===== src/rtl/ascii_load_sequencer.sv =====
// ascii_load_sequencer: buffers "Load Ascii" text from hps_io (ioctl) or the UART and
// feeds it to the uk101 ACIA receive port, one character time apart.
// Latency: FIFO pop to rx_valid is 1 cycle; consecutive rx_valid rises are >= GAP+2 cycles apart.
// Backpressure: ioctl_wait (registered) at count >= FIFO_DEPTH-2; rx_valid/rx_data held until rx_ready.
//
// Ports:
//   clk_sys, reset            - clock, synchronous active-high reset
//   load_from, baud_sel       - source select (0 file, 1 UART), pacing (0 9600 baud, 1 300 baud)
//   ioctl_download/wr/index/dout, ioctl_wait - hps_io download port and its stall request
//   uart_rx_valid/uart_rx_data - received UART bytes
//   rx_data/rx_valid/rx_ready  - ACIA receive handshake
//   busy, overflow             - activity flag, sticky drop flag
// Optional build macro: ASCII_LF_TO_CR_EN (LF->CR on push, LF after CR dropped).
module ascii_load_sequencer #(
  parameter int CLK_HZ     = 48000000,
  parameter int FIFO_DEPTH = 16,
  parameter int FILE_INDEX = 0
) (
  input  logic       clk_sys,
  input  logic       reset,
  input  logic       load_from,
  input  logic       baud_sel,
  input  logic       ioctl_download,
  input  logic       ioctl_wr,
  input  logic [7:0] ioctl_index,
  input  logic [7:0] ioctl_dout,
  output logic       ioctl_wait,
  input  logic       uart_rx_valid,
  input  logic [7:0] uart_rx_data,
  output logic [7:0] rx_data,
  output logic       rx_valid,
  input  logic       rx_ready,
  output logic       busy,
  output logic       overflow
);

  localparam int AW       = $clog2(FIFO_DEPTH);
  localparam int GAP_FAST = CLK_HZ / 9600 * 10;
  localparam int GAP_SLOW = CLK_HZ / 30;
  localparam int CW       = $clog2(GAP_SLOW + 1);

  localparam logic [AW:0]   DEPTH_C   = (AW+1)'(FIFO_DEPTH);
  localparam logic [AW:0]   WAIT_TH   = (AW+1)'(FIFO_DEPTH - 2);
  localparam logic [CW-1:0] LOAD_FAST = CW'(GAP_FAST - 1);
  localparam logic [CW-1:0] LOAD_SLOW = CW'(GAP_SLOW - 1);
  localparam logic [7:0]    FILE_IDX  = 8'(FILE_INDEX);

  typedef enum logic [1:0] {S_IDLE, S_PRESENT, S_GAP} state_t;

  state_t          state_q, state_d;
  logic [7:0]      mem_q [FIFO_DEPTH];
  logic [AW-1:0]   wr_ptr_q, wr_ptr_d, rd_ptr_q, rd_ptr_d;
  logic [AW:0]     count_q, count_d;
  logic [CW-1:0]   gap_q, gap_d;
  logic            src_q, src_d;
  logic            wait_q, wait_d;
  logic            ovf_q, ovf_d;
  logic            rx_valid_q, rx_valid_d;
  logic [7:0]      rx_data_q, rx_data_d;

  logic            push_req, do_push, push_ok, pop;
  logic [7:0]      in_byte, wr_byte;
`ifdef ASCII_LF_TO_CR_EN
  logic            prev_cr_q, prev_cr_d;
`endif

  always_comb begin
    push_req = src_q ? uart_rx_valid
                     : (ioctl_download & ioctl_wr & (ioctl_index == FILE_IDX));
    in_byte  = src_q ? uart_rx_data : ioctl_dout;

    // The source may only change once everything from the old one is delivered.
    src_d = src_q;
    if (state_q == S_IDLE && count_q == '0) src_d = load_from;

`ifdef ASCII_LF_TO_CR_EN
    // Track the raw previous byte: a CR/LF pair collapses to one CR, a bare LF becomes CR.
    prev_cr_d = prev_cr_q;
    do_push   = push_req;
    wr_byte   = in_byte;
    if (push_req) begin
      prev_cr_d = (in_byte == 8'h0D);
      if (in_byte == 8'h0A) begin
        if (prev_cr_q) do_push = 1'b0;
        else           wr_byte = 8'h0D;
      end
    end
    if (src_d != src_q) prev_cr_d = 1'b0;
`else
    do_push = push_req;
    wr_byte = in_byte;
`endif

    push_ok = do_push && (count_q != DEPTH_C);
    ovf_d   = ovf_q | (do_push && (count_q == DEPTH_C));
    // Two entries of headroom cover the cycle hps_io needs to react to the stall.
    wait_d  = !src_q && (count_q >= WAIT_TH);

    pop        = 1'b0;
    state_d    = state_q;
    gap_d      = gap_q;
    rx_valid_d = rx_valid_q;
    rx_data_d  = rx_data_q;
    case (state_q)
      S_IDLE: begin
        if (count_q != '0) begin
          pop        = 1'b1;
          rx_data_d  = mem_q[rd_ptr_q];
          rx_valid_d = 1'b1;
          state_d    = S_PRESENT;
        end
      end
      S_PRESENT: begin
        if (rx_ready) begin
          rx_valid_d = 1'b0;
          gap_d      = baud_sel ? LOAD_SLOW : LOAD_FAST;
          state_d    = S_GAP;
        end
      end
      S_GAP: begin
        if (gap_q == '0) state_d = S_IDLE;
        else             gap_d   = gap_q - 1'b1;
      end
      default: state_d = S_IDLE;
    endcase

    wr_ptr_d = push_ok ? wr_ptr_q + 1'b1 : wr_ptr_q;
    rd_ptr_d = pop     ? rd_ptr_q + 1'b1 : rd_ptr_q;
    count_d  = count_q;
    if (push_ok && !pop)      count_d = count_q + 1'b1;
    else if (!push_ok && pop) count_d = count_q - 1'b1;
  end

  always_ff @(posedge clk_sys) begin
    if (reset) begin
      state_q    <= S_IDLE;
      wr_ptr_q   <= '0;
      rd_ptr_q   <= '0;
      count_q    <= '0;
      gap_q      <= '0;
      src_q      <= load_from;
      wait_q     <= 1'b0;
      ovf_q      <= 1'b0;
      rx_valid_q <= 1'b0;
      rx_data_q  <= 8'h00;
`ifdef ASCII_LF_TO_CR_EN
      prev_cr_q  <= 1'b0;
`endif
    end else begin
      state_q    <= state_d;
      wr_ptr_q   <= wr_ptr_d;
      rd_ptr_q   <= rd_ptr_d;
      count_q    <= count_d;
      gap_q      <= gap_d;
      src_q      <= src_d;
      wait_q     <= wait_d;
      ovf_q      <= ovf_d;
      rx_valid_q <= rx_valid_d;
      rx_data_q  <= rx_data_d;
`ifdef ASCII_LF_TO_CR_EN
      prev_cr_q  <= prev_cr_d;
`endif
    end
  end

  // Storage needs no reset: count_q alone decides which entries are live.
  always_ff @(posedge clk_sys) begin
    if (push_ok) mem_q[wr_ptr_q] <= wr_byte;
  end

  assign ioctl_wait = wait_q;
  assign overflow   = ovf_q;
  assign rx_valid   = rx_valid_q;
  assign rx_data    = rx_data_q;
  assign busy       = (count_q != '0) || (state_q != S_IDLE);

endmodule

===== config.mk =====
export PLATFORM = sky130hd
export DESIGN_NAME = ascii_load_sequencer
export DESIGN_NICKNAME = d
export VERILOG_FILES = /design/src/rtl/ascii_load_sequencer.sv
export SDC_FILE = /design/constraint.sdc
export NUM_CORES = 1
export LEC_CHECK = 0
export ABC_CLOCK_PERIOD_IN_PS = 3900
export BUFFER_PORTS_ARGS = -buffer_cell sky130_fd_sc_hd__buf_2
export CAP_MARGIN = 20
export CORE_ASPECT_RATIO = 0.7
export CORE_MARGIN = 2
export CORE_UTILIZATION = 52
export CTS_BUF_LIST = sky130_fd_sc_hd__clkbuf_4 sky130_fd_sc_hd__clkbuf_8
export DETAILED_ROUTE_END_ITERATION = 8
export GPL_TIMING_DRIVEN = 0
export PLACE_DENSITY = 0.74
export SYNTH_ARGS = -nofsm -noshare
export SYNTH_HDL_FRONTEND = slang
export SYNTH_SLANG_ARGS = --single-unit

===== constraint.sdc =====
create_clock -name clk_sys -period 3.9 [get_ports clk_sys]
set_clock_uncertainty 0.2 [all_clocks]
set_input_delay 0.78 -clock clk_sys [delete_from_list [all_inputs] [get_ports clk_sys]]
set_output_delay 0.78 -clock clk_sys [all_outputs]
set_load 0.03 [all_outputs]

==> impl_metrics.ini, run 1 <==
[min_path]
worstHoldPathType = reg -> reg
whs_path_depth = 2

[timing]
max_slew.worst_pin.slew_ns = 0.9186
slew-limit-headroom = 0.3820
holdWs_ns = 0.2557
clock.fmax_mhz = 273.9
final_hold_viol_count = 0
timing_max_transition_violations_final = 0
setup_violations = 0
period_share = 0.9361
final_total_negative_setup_slack_ns = 0
grt_setup_unrepaired = no
fin_crit_ns = 3.651

[cells_and_area]
flow.area_growth_from_synthesis_pct = 12.17
final_core_utilization = 0.5934
fin_area_um2 = 8233
instances_no_fill = 775
n_antenna_cell = 0
drive_above_1_share = 0.2222
layout.nets = 615

[global_route]
global_route_wire_length_before_repair_um = 23830
grt_start_max_net_pins = 17
grt.total_usage = 0.2137
grt_overflow_total = 0
antenna_found_initial = 0
grt_pass1_vias = 4353

[clock_tree]
clkSinkCount = 176
htree_levels = 4
clock_insertion_delay_worst_skew_ns = 0.44
cts_buffer_depth = 2
cts_tree = yes
clock_tree.root_cell = clkbuf_8
path_clk_slew_ns = 0.09
cts-buffers-inserted = 17

[worst_setup_path]
reg2reg_from = count_q[0]$_SDFFE_PP0P_
slowest_delay_ns = 0.56
setup.worst_path.end_class = flip-flop
crit_start = ioctl_index[3]
path_class = in -> reg
worstSetupEndpoint = count_q[4]$_SDFFE_PP0P_
path_common_cell = a21oi_1
timing.critical_path.max_delay_family = simple AND/OR/NAND/NOR gates
worst-r2r-cell-count = 11
timing.critical_path.arrival_ns = 3.82
cp_num_buf_inv = 2
worst-r2r-setup-slack_ns = 0.26
critical_path_cell_count = 12
timing.critical_path.cells = buf_2, or4_1, o41ai_4, and2_1, ha_1, inv_1, fa_1, a21o_1, a21oi_1, xnor2_1, or3_1, a21oi_1
timing.critical_path.from_type = input pin
cp.required_ns = 4.07
crit_slowest_cell = or4_1
worst_r2r_dst = count_q[4]$_SDFFE_PP0P_
crit_fanout = 6

[pwr]
sequentialPowerShare = 0.440
power.density_nw_per_um2 = 644.1
net_sw_frac = 0.3353
leakagePower_nw = 2.794
p_int_w = 0.003525
max-vdd-ir-drop_uv = 226.2
clock_power_frac = 0.237
power.net_switching_w = 0.001778
pwr-share-comb = 0.323

[logic_synthesis]
yosysWarningCount = 0
synth_async_sr_flop_share = 0
yosysSeqAreaShare = 0.6560
post-synth-top-area-cell = edfxtp_1
synth_cell_type_count = 50
synth.cell_area_um2 = 7340
largest_cells_by_area_after_synthesis = edfxtp_1, dfxtp_1, mux4_2
synth.avg_cell_area_um2 = 14.45
dominantRegCellSynth = edfxtp_1
number_of_enable_flip_flop_cells_after_synthesis = 129
synth_fp_nets = 551
synth-seq-cells = 176
synthesized_instance_count = 508
synth_largest_type_area_fraction = 0.5278

[detailed_routing]
drt_iter0_drc = 465
dr_total_vias = 4610
via_per_inst = 5.948
detailedRoute.firstPassIterationCount = 5
ant_nets = 0
drt_wl_total_um = 15410
detail_route.drc_violations = 0
wl_per_cell_um = 19.89

[place]
hpwl_um = 10550
portBuffers = 42
gp_congestion = 0.9102
place.detailed.instances = 743
placed_area_um2 = 7818

[floorplan]
die_area_um2 = 15100
floorplan.die.height_um = 103.4
horiz_die_dim_um = 146
pin_count = 44
effective_utilization_at_floorplan = 0.5290
row_count = 36
floorplan.core_area_um2 = 13870

[run_status]
outcome = completed

[job]
cap_violations = 0
final cells by class:
| type | count | area (µm²) |
|---|---|---|
| Timing Repair Buffer | 46 | 240.2 |
| Clock buffer | 20 | 256.5 |
| Buffer | 27 | 108.9 |
| Fill cell | 1067 | 5640 |
| Clock inverter | 12 | 142.6 |
| Sequential cell | 176 | 4815 |
| Tap cell | 190 | 237.7 |
| Inverter | 6 | 22.52 |
| Multi-Input combinational cell | 298 | 2410 |
per-stage QoR:
step           power (W)  setup WS, ns
3_3_place_gp    0.004003       -0.2993
6_report        0.005303        0.2493
2_1_floorplan   0.003594       0.02617
4_1_cts         0.005305       0.04733
3_5_place_dp    0.004055       -0.3976
5_1_grt         0.005584       0.05800
synthesized netlist by cell type, drive strengths merged (5+ instances only):
library cell and instances:
buf 8, nor2 55, mux4 32, clkbuf 20, dfxtp 47, a21oi 34
o21ai 9, nand2 15, nand3 12, xor2 13, or4 6, mux2 8
or3 11, xnor2 5, nand2b 5, a31oi 8, ha 10, a22oi 16
nor3 13, edfxtp 129, inv 6
cell families (layout without fill, tap and decap cells):
logic type,Yosys count,in the layout,synth area share
compound gates,84,84,0.07177
xor+xnor,18,18,0.02148
fa+ha+maj,11,11,0.01978
buf+inv,34,111,0.01824
flops,176,176,0.6560
mux,43,43,0.1146
simple gates,142,142,0.09819
metal layers:
layer	wire, µm	up-vias	global-route usage
li1	-	2081	-
met1	6850	2286	0.3104
met2	6937	224	0.3237
met3	1445	19	0.06096
met4	181	0	0.05527
met5	0	-	0
worst min path at each step:
stage,from,to,slack (ns)
6_report,rx_valid$_SDFFE_PP0P_,rx_valid$_SDFFE_PP0P_,0.26
5_1_grt,load_from,src_q$_DFFE_PP_,0.28
4_1_cts,rx_valid$_SDFFE_PP0P_,rx_valid$_SDFFE_PP0P_,0.26
3_5_place_dp,rx_valid$_SDFFE_PP0P_,rx_valid$_SDFFE_PP0P_,0.25
3_3_place_gp,rx_valid$_SDFFE_PP0P_,rx_valid$_SDFFE_PP0P_,0.24
2_1_floorplan,gap_q[20]$_SDFFE_PP0P_,gap_q[20]$_SDFFE_PP0P_,0.25
tightest hold or removal path, cell delays in order (launching register included):
cell and delay [ns]:
dfxtp_1 0.32, nand2_1 0.05, a21oi_1 0.05
flip-flops by register name (all words and copies together), names as in the netlist:
signal      cells
ioctl_wait      1
rd_ptr_q        4
rx_valid        1
wr_ptr_q        4
mem_q         128
gap_q          21
overflow        1
count_q         5
src_q           1
rx_data         8
state_q         2
cells in the final DEF, fill, tap and decap left out, types with 3 or more instances in the layout:
cell / instances
edfxtp_1: 129
nor2_1: 55
dfxtp_1: 47
buf_2: 46
a21oi_1: 34
mux4_2: 32
clkbuf_1: 17
clkbuf_8: 17
a22oi_1: 16
nand2_1: 15
nor3_1: 13
xor2_1: 13
nand3_1: 12
or3_1: 10
ha_1: 10
mux2_2: 8
a31oi_1: 8
o21ai_0: 7
inv_1: 6
nand2b_1: 5
xnor2_1: 5
or4_1: 4
nor4_1: 4
and2_1: 4
buf_1: 4
clkbuf_4: 4
or2_2: 3
nor2b_1: 3
o31ai_1: 3
mux2i_1: 3
nand4_1: 3
clkinvlp_4: 3
clkinv_1: 3
bufinv_16: 3
buf_4: 3
power groups by stage:
stage,Clock (W),Combinational [W],Sequential (W)
floorplan,0,0.00117,0.00242
global placement,0,0.00164,0.00236
detailed placement,0,0.00169,0.00237
CTS,0.00128,0.00170,0.00233
global route,0.00136,0.00188,0.00235
finish,0.00126,0.00171,0.00233
timing repair:
action,in CTS,in global routing
hold buffers,0,0
endpoints found under the setup margin,0,1
buffers inserted,0,0
gates resized for setup,0,3
hold endpoints to repair,0,0
Note: power is estimated with default switching activity, not from simulation.
==> run 2: changes to the inputs <==
--- a/config.mk
+++ b/config.mk
@@ -8,7 +8,7 @@
 export ABC_CLOCK_PERIOD_IN_PS = 3900
 export BUFFER_PORTS_ARGS = -buffer_cell sky130_fd_sc_hd__buf_2
 export CAP_MARGIN = 20
-export CORE_ASPECT_RATIO = 0.7
+export CORE_ASPECT_RATIO = 0.8
 export CORE_MARGIN = 2
 export CORE_UTILIZATION = 52
 export CTS_BUF_LIST = sky130_fd_sc_hd__clkbuf_4 sky130_fd_sc_hd__clkbuf_8
==> run 2 against run 1 <==
Against the previous run: design area shrank 0.74%; non-clock buffer count unchanged; setup slack worse by 0.048 ns; largest cell class unchanged; largest power group unchanged.
==> impl_metrics.ini, run 2 (synthesis gave the netlist of run 1 again) <==
[worst_setup_path]
path_class = in -> reg
cp.required_ns = 4.09
timing.critical_path.arrival_ns = 3.89
crit_fanout = 6
worst-r2r-cell-count = 11
timing.critical_path.from_type = input pin
setup.worst_path.end_class = flip-flop

[clock_tree]
cts_buffer_depth = 2
cts_tree = yes
clock_tree.root_cell = clkbuf_8
clkSinkCount = 176
path_clk_slew_ns = 0.09
htree_levels = 4
clock_insertion_delay_worst_skew_ns = 0.47
cts-buffers-inserted = 17
cts.hold.buffers_added = 0

[pwr]
power.net_switching_w = 0.001881
net_sw_frac = 0.3604
leakagePower_nw = 2.784
clock_power_frac = 0.224
p_int_w = 0.003339
power.density_nw_per_um2 = 638.8
sequentialPowerShare = 0.445
pwr-share-comb = 0.330
max-vdd-ir-drop_uv = 270.0

[detailed_routing]
ant_nets = 0
detail_route.drc_violations = 0
m1WireLength_um = 6513
met3_length_um = 1237
met2_wirelength_um = 7684
wl_per_cell_um = 20.44
top_layer_used = met4
dr_total_vias = 4571
drt_wl_total_um = 15640
via_per_inst = 5.975
drt_iter0_drc = 492
detailedRoute.firstPassIterationCount = 5

[min_path]
whs_path_depth = 2
worstHoldPathType = reg -> reg

[timing]
setup_violations = 0
period_share = 0.9484
fin_crit_ns = 3.699
minimum_setup_slack_in_the_final_design_ns = 0.2011
grt_setup_unrepaired = no
slew-limit-headroom = 0.3100
timing_max_transition_violations_final = 0
clock.fmax_mhz = 270.3
max_slew.worst_pin.slew_ns = 1.026
final_hold_viol_count = 0
holdWs_ns = 0.2643

[run_status]
outcome = completed

[global_route]
grt_overflow_total = 0
antenna_found_initial = 0
grt_pass1_vias = 4536
grt_start_max_net_pins = 18
grt.total_usage = 0.2240
global_route_wire_length_before_repair_um = 24270

[cells_and_area]
flow.area_growth_from_synthesis_pct = 11.34
drive_above_1_share = 0.2239
n_antenna_cell = 0
layout.nets = 615
final_cell_mix = edfxtp_1, nor2_1, buf_2, dfxtp_1, a21oi_1
mostFrequentLayoutCell = edfxtp_1
top_register = mem_q
largest_register_ff_count = 128
final_core_utilization = 0.5968

[floorplan]
die_area_um2 = 15090
horiz_die_dim_um = 136.8
floorplan.die.height_um = 110.3
floorplan.core_area_um2 = 13690
pin_count = 44
effective_utilization_at_floorplan = 0.5360
row_count = 38

[place]
detailedPlace.worstSlack_ns = -0.4604
gp_congestion = 0.8750
hpwl_um = 10530
portBuffers = 42

[job]
cap_violations = 0
-- run 2: path summary, 6_finish.rpt --
| check | slack, ns | endpoint | start |
|---|---|---|---|
| hold reg to reg | 0.26 | rx_valid$_SDFFE_PP0P_ | rx_valid$_SDFFE_PP0P_ |
| setup reg to reg | 0.25 | count_q[4]$_SDFFE_PP0P_ | count_q[0]$_SDFFE_PP0P_ |
| setup / recovery | 0.20 | count_q[4]$_SDFFE_PP0P_ | ioctl_index[3] |
| hold / removal | 0.26 | rx_valid$_SDFFE_PP0P_ | rx_valid$_SDFFE_PP0P_ |
-- run 2: worst max-delay path: stages --
cell     delay (ns)
buf_2          0.09
or4_1          0.57
o41ai_4        0.44
and2_1         0.33
ha_1           0.23
inv_1          0.11
fa_1           0.41
a21o_1         0.17
a21oi_1        0.18
xnor2_1        0.11
or3_1          0.31
a21oi_1        0.16
-- run 2: power by group through the flow --
stage | clock network, W | registers (W) | logic, W
CTS | 0.00120 | 0.00232 | 0.00171
finish | 0.00117 | 0.00232 | 0.00172
floorplan | 0 | 0.00242 | 0.00117
global route | 0.00127 | 0.00234 | 0.00190
detailed placement | 0 | 0.00236 | 0.00171
global placement | 0 | 0.00235 | 0.00165
-- run 2: per-stage QoR --
stage                     total power, W  TNS (ns)  instances  cell area [µm²]
after detailed placement        0.004071   -0.7868        734             7802
after CTS                       0.005230         0        766             8163
final                           0.005220         0        765             8172
after global routing            0.005508         0        765             8172
after floorplan                 0.003594         0        508             7347
after global placement          0.004002    -7.434        730             7782
-- run 2: cell type report --
cell class / instances / area [µm²]
inverters: 6 / 22.52
repair buffers: 46 / 230.2
clock inverters: 15 / 126.4
fillers: 1059 / 5522
plain buffers: 27 / 108.9
multi-input cells: 298 / 2410
well taps: 180 / 225.2
clock buffers: 17 / 234.0
flip-flops and latches: 176 / 4815
-- run 2: metal layers --
layer / global-route usage / vias up
met5: 0 / -
met4: 0.06406 / 0
met3: 0.06813 / 21
met2: 0.3611 / 177
met1: 0.2989 / 2275
li1: - / 2098
-- run 2: repair_timing --
| item | 4_1_cts | 5_1_grt |
|---|---|---|
| setup buffers | 0 | 0 |
| endpoints found under the setup margin | 0 | 1 |
| gates resized for setup | 0 | 3 |
==> run 3: changes to the inputs <==
--- a/config.mk
+++ b/config.mk
@@ -5,16 +5,18 @@
 export SDC_FILE = /design/constraint.sdc
 export NUM_CORES = 1
 export LEC_CHECK = 0
-export ABC_CLOCK_PERIOD_IN_PS = 3900
+export ABC_CLOCK_PERIOD_IN_PS = 4700
 export BUFFER_PORTS_ARGS = -buffer_cell sky130_fd_sc_hd__buf_2
 export CAP_MARGIN = 20
 export CORE_ASPECT_RATIO = 0.8
 export CORE_MARGIN = 2
 export CORE_UTILIZATION = 52
 export CTS_BUF_LIST = sky130_fd_sc_hd__clkbuf_4 sky130_fd_sc_hd__clkbuf_8
+export CTS_CLUSTER_SIZE = 24
 export DETAILED_ROUTE_END_ITERATION = 8
 export GPL_TIMING_DRIVEN = 0
-export PLACE_DENSITY = 0.74
+export PLACE_DENSITY = 0.71
+export REMOVE_ABC_BUFFERS = 1
 export SYNTH_ARGS = -nofsm -noshare
 export SYNTH_HDL_FRONTEND = slang
 export SYNTH_SLANG_ARGS = --single-unit
==> constraint.sdc (replaced) <==
create_clock -name clk_sys -period 4.7 [get_ports clk_sys]
set_clock_uncertainty 0.2 [all_clocks]
set_input_delay 0.94 -clock clk_sys [delete_from_list [all_inputs] [get_ports clk_sys]]
set_output_delay 0.94 -clock clk_sys [all_outputs]
set_load 0.03 [all_outputs]
==> run 3 against run 2 <==
Against the previous run: first-iteration DRC count is 39% higher; global-route usage is 0.71 points lower; sequential power is 14% lower; clock power is 14% lower; highest routed layer unchanged; via count is 1.5% lower; design area is 0.63% lower; final cell count is 3.3% lower; critical path type unchanged.
==> impl_metrics.ini, run 3 (synthesis gave the netlist of run 1 again) <==
[pwr]
max-vdd-ir-drop_uv = 307.6
leakagePower_nw = 2.747
power.density_nw_per_um2 = 536.3

[floorplan]
die_area_um2 = 15090
pin_count = 44
row_count = 38
effective_utilization_at_floorplan = 0.5360
floorplan.die.height_um = 110.3
horiz_die_dim_um = 136.8
floorplan.core_area_um2 = 13690

[detailed_routing]
ant_nets = 0
via_per_inst = 6.082
detail_route.drc_violations = 0
wl_per_cell_um = 20.46
detailedRoute.firstPassIterationCount = 7
drt_wl_total_um = 15140
drt_iter0_drc = 683
dr_total_vias = 4501

[timing]
setup_violations = 0
final_total_negative_setup_slack_ns = 0
grt_setup_unrepaired = no
final_hold_viol_count = 0
period_share = 0.8956
clock.fmax_mhz = 237.6
minimum_setup_slack_in_the_final_design_ns = 0.4907
slew-limit-headroom = 0.3592
max_slew.worst_pin.slew_ns = 0.9524
fin_crit_ns = 4.209
timing_max_transition_violations_final = 0
holdWs_ns = 0.2526

[global_route]
grt_overflow_total = 0
antenna_found_initial = 0
grt_start_max_net_pins = 47
grt_pass1_vias = 4247
global_route_wire_length_before_repair_um = 23700
grt.total_usage = 0.2169

[cells_and_area]
flow.area_growth_from_synthesis_pct = 10.64
drive_above_1_share = 0.2286
top_register = mem_q
layout.nets = 591
final_cell_mix = edfxtp_1, nor2_1, dfxtp_1, buf_2, a21oi_1
instances_no_fill = 740
final_core_utilization = 0.5930
n_antenna_cell = 0
mostFrequentLayoutCell = edfxtp_1
largest_register_ff_count = 128

[clock_tree]
htree_levels = 4
post-cts-setup-buffers = 0
cts_buffer_depth = 2
cts.hold.buffers_added = 0
cts_tree = yes
path_clk_slew_ns = 0.08
cts-buffers-inserted = 17
clkSinkCount = 176
clock_insertion_delay_worst_skew_ns = 0.45
cts_resized = 0
clock_tree.root_cell = clkbuf_8

[worst_setup_path]
timing.critical_path.from_type = input pin
crit_slowest_cell = o41ai_1
crit_fanout = 6
path_common_cell = a21oi_1
timing.critical_path.cells = buf_2, or4_1, o41ai_1, and2_1, ha_1, inv_1, fa_1, a21o_1, a21oi_1, xnor2_1, or3_1, a21oi_1
cp.required_ns = 4.88
slowest_delay_ns = 0.77
setup.worst_path.end_class = flip-flop
path_class = in -> reg
timing.critical_path.arrival_ns = 4.39

[place]
place.detailed.instances = 709
portBuffers = 43
detailedPlace.worstSlack_ns = 0.004792
gp_congestion = 0.8345
hpwl_um = 9979

[run_status]
outcome = completed

[min_path]
worstHoldPathType = reg -> reg

[job]
cap_violations = 0
-- run 3: cell count changes in the layout (fill, tap and decap cells not counted), sizes merged --
cell,change
bufinv,+2
clkinv,-1
clkbuf,-13
buf,-5
inv,-8
-- run 3: routing by layer --
metal / vias up / wire, µm / global-route usage / part of all wire
met5: - / 0 / 0 / 0
met4: 0 / 126 / 0.04786 / 0.0083
met3: 13 / 1158 / 0.05441 / 0.076
met2: 184 / 6941 / 0.3311 / 0.46
met1: 2259 / 6915 / 0.3190 / 0.46
li1: 2045 / - / - / -
-- run 3: critical path, delay by kind of cell --
family,cells,cell delay [ns]
buffers and inverters,2,0.20
AND/OR/NAND/NOR,3,1.21
adder cells (fa/ha/maj),2,0.65
AO/OA/AOI/OAI,4,1.27
XOR/XNOR,1,0.09
-- run 3: layout make-up --
class / count / area, µm²
Fill cell: 1043 / 5573
Sequential cell: 176 / 4817
Multi-Input combinational cell: 298 / 2395
Clock buffer: 23 / 291.5
Timing Repair Buffer: 49 / 280.3
Tap cell: 180 / 225.2
Clock inverter: 8 / 88.84
Inverter: 6 / 22.52
-- run 3: final timing paths --
path                                             from                 endpoint  slack, ns  cells past startpoint
worst max-delay path                   ioctl_index[3]  count_q[4]$_SDFFE_PP0P_       0.49                     12
worst min-delay path            rx_valid$_SDFFE_PP0P_    rx_valid$_SDFFE_PP0P_       0.25                      2
worst max register to register        src_q$_DFFE_PP_  count_q[4]$_SDFFE_PP0P_       0.89                     10
worst min register to register  rx_valid$_SDFFE_PP0P_    rx_valid$_SDFFE_PP0P_       0.25                      2
-- run 3: where the power goes --
part | internal (W) | switching (W) | total [W] | leakage (nW)
Combinational | 0.000568 | 0.000770 | 0.00134 | 1.00
Sequential | 0.00183 | 0.000173 | 0.00200 | 1.55
Clock | 0.000514 | 0.000499 | 0.00101 | 0.196
-- run 3: metrics by stage --
stage	power (W)	cell area, µm²
2_1_floorplan	0.002951	7228
3_3_place_gp	0.003289	7669
3_5_place_dp	0.003365	7740
4_1_cts	0.004365	8120
5_1_grt	0.004577	8120
6_report	0.004355	8120
